**src/rtl/ex_hazard_controller_pkg.sv**
```systemverilog
// Shared encodings for the RV32E execute-stage hazard controller.
// Forwarding codes, FSM state type and the operand-forward selection rule.
package ex_hazard_controller_pkg;

    localparam logic [1:0] FWD_NONE = 2'b00;
    localparam logic [1:0] FWD_WB   = 2'b01;
    localparam logic [1:0] FWD_MEM  = 2'b10;

    localparam logic [3:0] REG_X0 = 4'd0;

    typedef enum logic {
        RUN     = 1'b0,
        MC_WAIT = 1'b1
    } hz_state_e;

    // Nearest producer wins: EX result beats MEM result; x0 never matches.
    function automatic logic [1:0] fwd_select(
        input logic [3:0] rs,
        input logic       uses_rs,
        input logic [3:0] ex_rd,
        input logic       ex_reg_write,
        input logic [3:0] mem_rd,
        input logic       mem_reg_write
    );
        if (uses_rs && ex_reg_write && (ex_rd != REG_X0) && (ex_rd == rs))
            return FWD_MEM;
        else if (uses_rs && mem_reg_write && (mem_rd != REG_X0) && (mem_rd == rs))
            return FWD_WB;
        else
            return FWD_NONE;
    endfunction

endpackage

```
**src/rtl/ex_hazard_controller_hazard_compare.sv**
```systemverilog
// Pure combinational register-address comparison: forward codes for both
// source operands of the ID instruction and the load-use hazard flag.
module hazard_compare
    import ex_hazard_controller_pkg::*;
(
    input  logic [3:0] id_rs1_addr,
    input  logic [3:0] id_rs2_addr,
    input  logic       id_uses_rs1,
    input  logic       id_uses_rs2,
    input  logic [3:0] ex_rd_addr,
    input  logic       ex_reg_write,
    input  logic       ex_mem_read,
    input  logic [3:0] mem_rd_addr,
    input  logic       mem_reg_write,
    output logic [1:0] fwd_a,
    output logic [1:0] fwd_b,
    output logic       load_use
);

    logic rs1_hit;
    logic rs2_hit;

    always_comb begin
        fwd_a = fwd_select(id_rs1_addr, id_uses_rs1, ex_rd_addr, ex_reg_write,
                           mem_rd_addr, mem_reg_write);
        fwd_b = fwd_select(id_rs2_addr, id_uses_rs2, ex_rd_addr, ex_reg_write,
                           mem_rd_addr, mem_reg_write);

        rs1_hit  = id_uses_rs1 && (ex_rd_addr == id_rs1_addr);
        rs2_hit  = id_uses_rs2 && (ex_rd_addr == id_rs2_addr);
        load_use = ex_mem_read && (ex_rd_addr != REG_X0) && (rs1_hit || rs2_hit);
    end

endmodule

```
**src/rtl/ex_hazard_controller.sv**
```systemverilog
// RV32E execute-stage hazard controller: forwarding select registers, load-use
// stall, branch flush, multi-cycle EX hold FSM and stall/flush perf counters.
module ex_hazard_controller
    import ex_hazard_controller_pkg::*;
#(
    parameter int unsigned CNT_W = 32
) (
    input  logic             clk,
    input  logic             rst,
    input  logic [3:0]       id_rs1_addr,
    input  logic [3:0]       id_rs2_addr,
    input  logic             id_uses_rs1,
    input  logic             id_uses_rs2,
    input  logic [3:0]       ex_rd_addr,
    input  logic             ex_reg_write,
    input  logic             ex_mem_read,
    input  logic [3:0]       mem_rd_addr,
    input  logic             mem_reg_write,
    input  logic             ex_branch_taken,
    input  logic             ex_mc_start,
    input  logic             ex_mc_done,
    output logic [1:0]       forward_a,
    output logic [1:0]       forward_b,
    output logic             stall_pc,
    output logic             stall_if_id,
    output logic             flush_if_id,
    output logic             stall_id_ex,
    output logic             bubble_id_ex,
    output logic             bubble_ex_mem,
    output logic             mc_busy,
    output logic [CNT_W-1:0] stall_cycles,
    output logic [CNT_W-1:0] flush_events
);

    hz_state_e  state;
    hz_state_e  next_state;
    logic [1:0] fwd_a_c;
    logic [1:0] fwd_b_c;
    logic       load_use;

    hazard_compare u_hazard_compare (
        .id_rs1_addr   (id_rs1_addr),
        .id_rs2_addr   (id_rs2_addr),
        .id_uses_rs1   (id_uses_rs1),
        .id_uses_rs2   (id_uses_rs2),
        .ex_rd_addr    (ex_rd_addr),
        .ex_reg_write  (ex_reg_write),
        .ex_mem_read   (ex_mem_read),
        .mem_rd_addr   (mem_rd_addr),
        .mem_reg_write (mem_reg_write),
        .fwd_a         (fwd_a_c),
        .fwd_b         (fwd_b_c),
        .load_use      (load_use)
    );

    always_comb begin
        next_state    = state;
        stall_pc      = 1'b0;
        stall_if_id   = 1'b0;
        flush_if_id   = 1'b0;
        stall_id_ex   = 1'b0;
        bubble_id_ex  = 1'b0;
        bubble_ex_mem = 1'b0;
        mc_busy       = 1'b0;

        // Reset forces every control output low in the reset cycle itself.
        if (!rst) begin
            unique case (state)
                RUN: begin
                    if (ex_branch_taken) begin
                        flush_if_id  = 1'b1;
                        bubble_id_ex = 1'b1;
                    end else if (ex_mc_start) begin
                        stall_pc      = 1'b1;
                        stall_if_id   = 1'b1;
                        stall_id_ex   = 1'b1;
                        bubble_ex_mem = 1'b1;
                        next_state    = MC_WAIT;
                    end else if (load_use) begin
                        stall_pc     = 1'b1;
                        stall_if_id  = 1'b1;
                        bubble_id_ex = 1'b1;
                    end
                end
                MC_WAIT: begin
                    mc_busy = 1'b1;
                    if (ex_mc_done) begin
                        next_state = RUN;
                    end else begin
                        stall_pc      = 1'b1;
                        stall_if_id   = 1'b1;
                        stall_id_ex   = 1'b1;
                        bubble_ex_mem = 1'b1;
                    end
                end
                default: next_state = RUN;
            endcase
        end
    end

    always_ff @(posedge clk) begin
        if (rst) begin
            state        <= RUN;
            forward_a    <= FWD_NONE;
            forward_b    <= FWD_NONE;
            stall_cycles <= '0;
            flush_events <= '0;
        end else begin
            state <= next_state;
            if (!stall_id_ex) begin
                forward_a <= bubble_id_ex ? FWD_NONE : fwd_a_c;
                forward_b <= bubble_id_ex ? FWD_NONE : fwd_b_c;
            end
            stall_cycles <= stall_cycles + CNT_W'(stall_pc);
            flush_events <= flush_events + CNT_W'(flush_if_id);
        end
    end

endmodule

```
**config.mk**
```make
export PLATFORM = sky130hd
export DESIGN_NAME = ex_hazard_controller
export DESIGN_NICKNAME = d
export VERILOG_FILES = /design/src/rtl/ex_hazard_controller_pkg.sv /design/src/rtl/ex_hazard_controller_hazard_compare.sv /design/src/rtl/ex_hazard_controller.sv
export SDC_FILE = /design/constraint.sdc
export NUM_CORES = 1
export LEC_CHECK = 0
export ABC_AREA = 1
export CAP_MARGIN = 20
export CORE_MARGIN = 4
export CORE_UTILIZATION = 49
export DETAILED_ROUTE_END_ITERATION = 8
export GPL_ROUTABILITY_DRIVEN = 0
export PLACE_DENSITY = 0.8
export RECOVER_POWER = 50
export SLEW_MARGIN = 20
export SYNTH_ARGS = -nofsm -noshare
export SYNTH_HDL_FRONTEND = slang
export SYNTH_SLANG_ARGS = --single-unit
```
**constraint.sdc**
```tcl
create_clock -name clk -period 2.5 [get_ports clk]
set_input_delay 0.25 -clock clk [delete_from_list [all_inputs] [get_ports clk]]
set_output_delay 0.25 -clock clk [all_outputs]
set_load 0.03 [all_outputs]
```
==> metrics.md, run 1 <==
| Metric | Value |
|---|---|
| Detailed router's first-iteration violation count | 356 |
| Critical path launch point type | primary input |
| Worst slew margin | roughly 73% |
| Num CTS Buffers | 9 |
| DRT antenna net count | 0 |
| WP data required | 2.74 ns |
| N_diodes | 0 |
| Largest net degree at the start of global routing | 35 |
| Reg2Reg Setup Slack | about 0.31 ns |
| Synthesized flop and latch total | 69 |
| Number of cells produced by synthesis | 604 |
| P per Cell Area | 408 nW/um^2 |
| Slew @ Worst Pin | 0.406 ns |
| Min Tclk post-route | 2.35 ns |
| Placed wire-length estimate | between 9 and 10 mm |
| Worst slack, placed | -0.351 ns |
| Final setup vio count | 0 |
| Vias in the first global route | 4300 |
| DRT Pass-1 Iters | 5 |
| Syn Area/Cell | approximately 6.5 um^2 |
| Die X | 97.7 um |
| Final WL | between 10 and 15 mm |
| Period utilization | 94.0% |
| # fillers | 655 |
| Layout area overhead | 41.0% |
| CORE AREA | 7770 um^2 |
| Non-filler instance count after layout | 850 |
| Seq/Total Area, Yosys | a little over a third |
| Core Rows | 32 |
| Initial Util | between 50% and 60% |
| Max VDD drop | roughly 0.20 mV |
| DIE HEIGHT | 97.7 um |
| Placed cells | 830 |
| DRC | 0 |
| CTS tree | done |
| Layout Nets | 773 |
| Clock transition at path regs | 0.08 ns |
| Status | finished clean |
| Endpoint type of the worst setup path | flip-flop |
| Clock latency at the later pin of the worst-skew pair | around 0.35 ns |
| Io pins | slightly above 100 |
| Routed via count | 4519 |
| Clock Skew | roughly 0.013 ns |
| Routed length per placed instance | 13.8 um |
| Max-cap viol count | 0 |
| Hold WC Path Type | primary input to flip-flop |
| Unique masters post-synth | 37 |
| First-pass GRT wire length | 19.3 mm |
| Initial antenna violation count | 0 |
| Clock tree sinks | 69 |
| Clock root buffer | clkbuf_8 |
| I/O Buffers | 100 |
| Synth warn | 0 |
| Slew Limit Fails | 0 |
| Total power | about 2.3 mW |
| WS Path Type | primary input to flip-flop |
| Gr usage total | 24.1% |
| Cell area after synthesis | 3950 um^2 |
| Post-DR vias/cell | 5.32 |
| Syn_nets | 634 |
| H-tree levels | 3 |
| Hold buffers post-CTS | 0 |
| Clk buf depth | 2 |
| Worst setup margin | 0.150 ns |
| Final core occ | around 70% |
| Arrival time at the worst endpoint | 2.59 ns |
| Die area | 9550 um^2 |
| Leak | 2.36 nW |
| Hold Vio Cnt, Final | 0 |
| Layout cells sized above 1 | between 10% and 20% |
| Fmax achieved | 426 MHz |
| Worst-path maximum fanout | 5 |
| Congestion Overflow GR | 0 |
## kinds of logic (layout without fill, tap and decap cells)
kind of cell / count (synthesis) / after routing / share of synthesized area, %
buffers and inverters: 92 / 236 / 9.51
adders and majority gates: 4 / 4 / 1.27
DFF: 69 / 69 / 35.0
AOI/OAI and AO/OA: 77 / 77 / 9.92
xor gates and xnor gates: 12 / 12 / 2.66
and+or+nand+nor: 350 / 350 / 41.6
## where the power goes
part | internal, mW | total (mW) | switching (mW)
clock | 0.517 | 0.935 | 0.419
combinational | 0.0976 | 0.222 | 0.125
sequential | 1.11 | 1.11 | 0.00557
## layout by cell type, fill, tap and decap left out, drive strengths merged, types with 2 or more instances in the layout
cell type and count:
nand2 155, dlygate4sd3 60, xor2 6, nand3 21
ha 4, clkdlybuf4s50 23, nand4 23, or2 17
buf 39, clkinv 2, o21ai 23, nor4 3
a21oi 51, dlymetal6s2s 13, nand3b 5, clkbuf 15
xnor2 6, nor3b 2, inv 82, nor2 84
nor3 38, dfxtp 69
## flip-flops by register name, summed over array words and instances, names as in the netlist
register and cells:
flush_events 32, state 1, forward_b 2, forward_a 2
stall_cycles 32
## final timing paths
path | start | endpoint | depth (start not counted)
worst max-delay path | id_uses_rs2 | stall_cycles[16] | 20
worst max register to register | state | stall_cycles[16] | 16
worst min-delay path | rst | stall_cycles[11] | 3
worst min register to register | forward_b[0] | forward_b[0] | 2
## what timing repair did
item | 4_1_cts | 5_1_grt
pin swaps | 0 | 13
endpoints found under the setup margin | 1 | 17
setup buffers | 0 | 4
gates resized for setup | 1 | 24
## routing by layer
layer	vias up	global-route usage (%)	part of all wire, %
met5	-	0	0
met4	0	10.0	2.1
met3	24	5.86	9.3
met2	203	40.6	47
met1	2054	29.3	41
li1	2238	-	-
## through the flow
stage	cell area, um^2	setup TNS, ns	hold WS (ns)
final	5560	0	0.353
after global routing	5560	-0.0197	0.375
after CTS	5470	0	0.341
after global placement	5270	-2.29	0.455
after floorplan	3960	0	0.512
after detailed placement	5270	-4.78	0.459
## critical path: stages
cell and delay, ns:
clkdlybuf4s50_1 0.48, nand2_1 0.06, nor2_1 0.09, nand3_1 0.09
nand2_1 0.08, nand2_2 0.07, o21ai_4 0.18, ha_4 0.17
ha_4 0.15, nand2_4 0.07, nor2_4 0.15, inv_4 0.06
nor2_8 0.13, nand2_2 0.08, nor2_2 0.12, nand2_2 0.07
nor2_2 0.13, nand2_1 0.06, nand2_1 0.06, nor2_1 0.04
## final cells by class
cell class	count	area, um^2	area share, %
inverters	82	310	5.58
flip-flops and latches	69	1380	24.8
well taps	102	128	2.29
multi-input cells	443	2240	40.2
clock buffers	13	159	2.86
clock inverters	3	43.8	0.787
repair buffers	138	1300	23.4
## cells in the mapped netlist
cell type    n  area (um^2)
o21ai_0     22          110
nand3b_1     5         37.5
ha_1         4         50.1
or2_0       13         81.3
nor3b_1      2         15.0
nor3_2       7         70.1
o21ai_1      1         5.00
clkbuf_8     2         27.5
xnor2_1      6         52.6
xor2_1       6         52.6
nor2_8       1         20.0
and2_1       1         6.26
nand2_2      3         18.8
nor4_1       3         18.8
a211oi_1     1         7.51
inv_2        4         15.0
nand4_1     22          138
or2_2        4         25.0
dfxtp_1     69         1380
nand3_4      1         17.5
a21oi_1     51          255
o22ai_1      1         6.26
nand3_1     20          100
inv_1       77          289
nand2_1    152          571
o21a_1       1         7.51
buf_1        1         3.75
nor2_1      76          285
buf_4        2         15.0
nor2_4       2         22.5
inv_4        1         6.26
nor3_1      30          150
and3_1       1         6.26
nand4_2      1         12.5
nor3_4       1         16.3
nor2_2       5         31.3
clkbuf_1     5         18.8
(Power assumes the default switching activity.)
==> run 2, diff against run 1 <==
--- a/config.mk
+++ b/config.mk
@@ -13,6 +13,7 @@
 export GPL_ROUTABILITY_DRIVEN = 0
 export PLACE_DENSITY = 0.8
 export RECOVER_POWER = 50
+export SETUP_SLACK_MARGIN = 0.15
 export SLEW_MARGIN = 20
 export SYNTH_ARGS = -nofsm -noshare
 export SYNTH_HDL_FRONTEND = slang
==> run 2 against run 1 <==
- hold slack better by 0.049 ns
- sequential power hardly changed
- count of clock-buffer cells in the layout stayed put
- non-clock buffer count is 20 higher
- combinational power is 14% higher
- final cell count is 2.4% higher
- maximum frequency is 0.97% higher
- critical path depth is 6 lower
- register-to-register slack worse by 0.05 ns
- first-iteration DRC count is 26% lower
- flip-flop and latch count stayed put
- die area stayed put
- critical path type unchanged
==> metrics.md, run 2 (synthesis results as in run 1) <==
| Metric | Value |
|---|---|
| DIE HEIGHT | 97.7 um |
| Initial Util | 50.8% |
| Clock latency at the later pin of the worst-skew pair | approximately 0.33 ns |
| RSZ-0062 raised after global routing | no |
| Slew @ Worst Pin | roughly 0.37 ns |
| Clock Skew | 0.0106 ns |
| Largest net degree at the start of global routing | 35 |
| Fmax achieved | 430 MHz |
| Congestion Overflow GR | 0 |
| N_diodes | 0 |
| Vias in the first global route | 4392 |
| Io pins | 101 |
| Arrival time at the worst endpoint | 2.55 ns |
| Gr usage total | 24.3% |
| Placed wire-length estimate | 9.17 mm |
| Min Tclk post-route | around 2.3 ns |
| Final Hold Slack | approximately 0.40 ns |
| Max-cap viol count | 0 |
| Layout cells sized above 1 | 16.5% |
| Routed length per placed instance | 14.5 um |
| DRC | 0 |
| DRT antenna net count | 0 |
| Max incr delay on CP | 0.49 ns |
| P per Cell Area | 384 nW/um^2 |
| Layout Nets | 793 |
| Period utilization | 93.1% |
| CTS tree | done |
| Final setup vio count | 0 |
| Worst-path maximum fanout | 4 |
| WS Path Type | primary input to flip-flop |
| Clock transition at path regs | 0.07 ns |
| Final WL | 12.6 mm |
| Worst slack, placed | -0.335 ns |
| Worst setup margin | ~0.17 ns |
| Routed via count | 4770 |
| Critical path launch point type | primary input |
| Post-DR vias/cell | 5.48 |
| Endpoint type of the worst setup path | flip-flop |
| Crit-path cells | clkdlybuf4s50_1 > inv_1 > o21ai_0 > nand2_1 > o21ai_4 > ha_4 > buf_4 > buf_12 > nand3_4 > nor2_4 > nand4_1 > nand3b_1 > o21ai_1 > a21oi_1 |
| Core Rows | 32 |
| I/O Buffers | 100 |
| Die X | 97.7 um |
| First-pass GRT wire length | approximately 20 mm |
| Worst slew margin | 75.2% |
| CP max-delay cell | clkdlybuf4s50_1 |
| Commonest non-fill, non-tap cells in the layout | 150 x nand2_1, 73 x inv_1, 72 x nor2_1 |
| Hold WC Path Type | primary input to flip-flop |
| Max VDD drop | 0.223 mV |
| Leak | ~2.3 nW |
| WP data required | 2.72 ns |
| Largest registers | flush_events: 32 flops, stall_cycles: 32 flops |
| CORE AREA | 7770 um^2 |
| Hold buffers post-CTS | 0 |
| Status | finished clean |
| Num CTS Buffers | 9 |
| Reg2Reg Setup Slack | about 0.26 ns |
| Die area | 9550 um^2 |
| Hold Vio Cnt, Final | 0 |
| Layout area overhead | 43.8% |
| Clk buf depth | 2 |
| Most common cell after layout, fill and taps aside | nand2_1 |
| H-tree levels | 3 |
| Slew Limit Fails | 0 |
| Initial antenna violation count | 0 |
| Detailed router's first-iteration violation count | between 200 and 300 |
| Clock root buffer | clkbuf_8 |
| DRT Pass-1 Iters | 6 |
| Clock tree sinks | roughly 70 |
[run 2: cell type report]
class	instances	area, um^2
Tap cell	102	128
Clock inverter	3	20.0
Inverter	82	313
Timing Repair Buffer	158	1410
Sequential cell	69	1380
Fill cell	612	2090
Multi-Input combinational cell	443	2270
Clock buffer	13	159
[run 2: worst paths after layout]
path                          from  cells past startpoint          endpoint
setup / recovery       ex_mc_start                     14  stall_cycles[17]
hold / removal                 rst                      3  flush_events[16]
setup reg to reg             state                     12  stall_cycles[17]
hold reg to reg   stall_cycles[31]                      2  stall_cycles[31]
[run 2: per-stage QoR]
stage	instances	power, mW	area, um^2	util [%]	setup TNS (ns)
3_5_place_dp	828	1.36	5300	68.2	-4.78
4_1_cts	867	2.18	5630	72.5	0
3_3_place_gp	828	1.36	5300	68.2	-3.04
5_1_grt	870	2.25	5680	73.1	0
6_report	870	2.18	5680	73.1	0
2_1_floorplan	604	1.26	3990	-	0
[run 2: timing repair]
action / in CTS / in global routing
gates resized for setup: 14 / 35
endpoints found under the setup margin: 16 / 23
pin swaps: 13 / 20
hold endpoints to repair: 0 / 0
setup buffers: 23 / 3
[run 2: worst max-delay path, delay by kind of cell]
| kind | cells | cell delay (ns) |
|---|---|---|
| simple gates | 5 | 0.89 |
| buf+inv | 4 | 0.74 |
| fa+ha+maj | 1 | 0.16 |
| compound gates | 4 | 0.49 |
[run 2: report_power, final]
group / internal [mW] / total [mW] / switching (mW)
Combinational: 0.111 / 0.253 / 0.142
Clock: 0.414 / 0.814 / 0.401
Sequential: 1.11 / 1.11 / 0.00618
Total: 1.63 / 2.18 / 0.549
[run 2: per-layer routing]
metal  global-route usage [%]  up-vias  wire length, um
met5                        0        -                0
met3                     4.00       51             1130
li1                         -     2275                -
met1                     30.3     2181             5000
met2                     41.2      263             6010
met4                     11.3        0              444
==> run 3, diff against run 2 <==
--- a/config.mk
+++ b/config.mk
@@ -11,6 +11,7 @@
 export CORE_UTILIZATION = 49
 export DETAILED_ROUTE_END_ITERATION = 8
 export GPL_ROUTABILITY_DRIVEN = 0
+export HOLD_SLACK_MARGIN = 0.03
 export PLACE_DENSITY = 0.8
 export RECOVER_POWER = 50
 export SETUP_SLACK_MARGIN = 0.15
==> results of run 3 <==
Same layout as run 2: the final DEF is identical, and so are final timing and power.
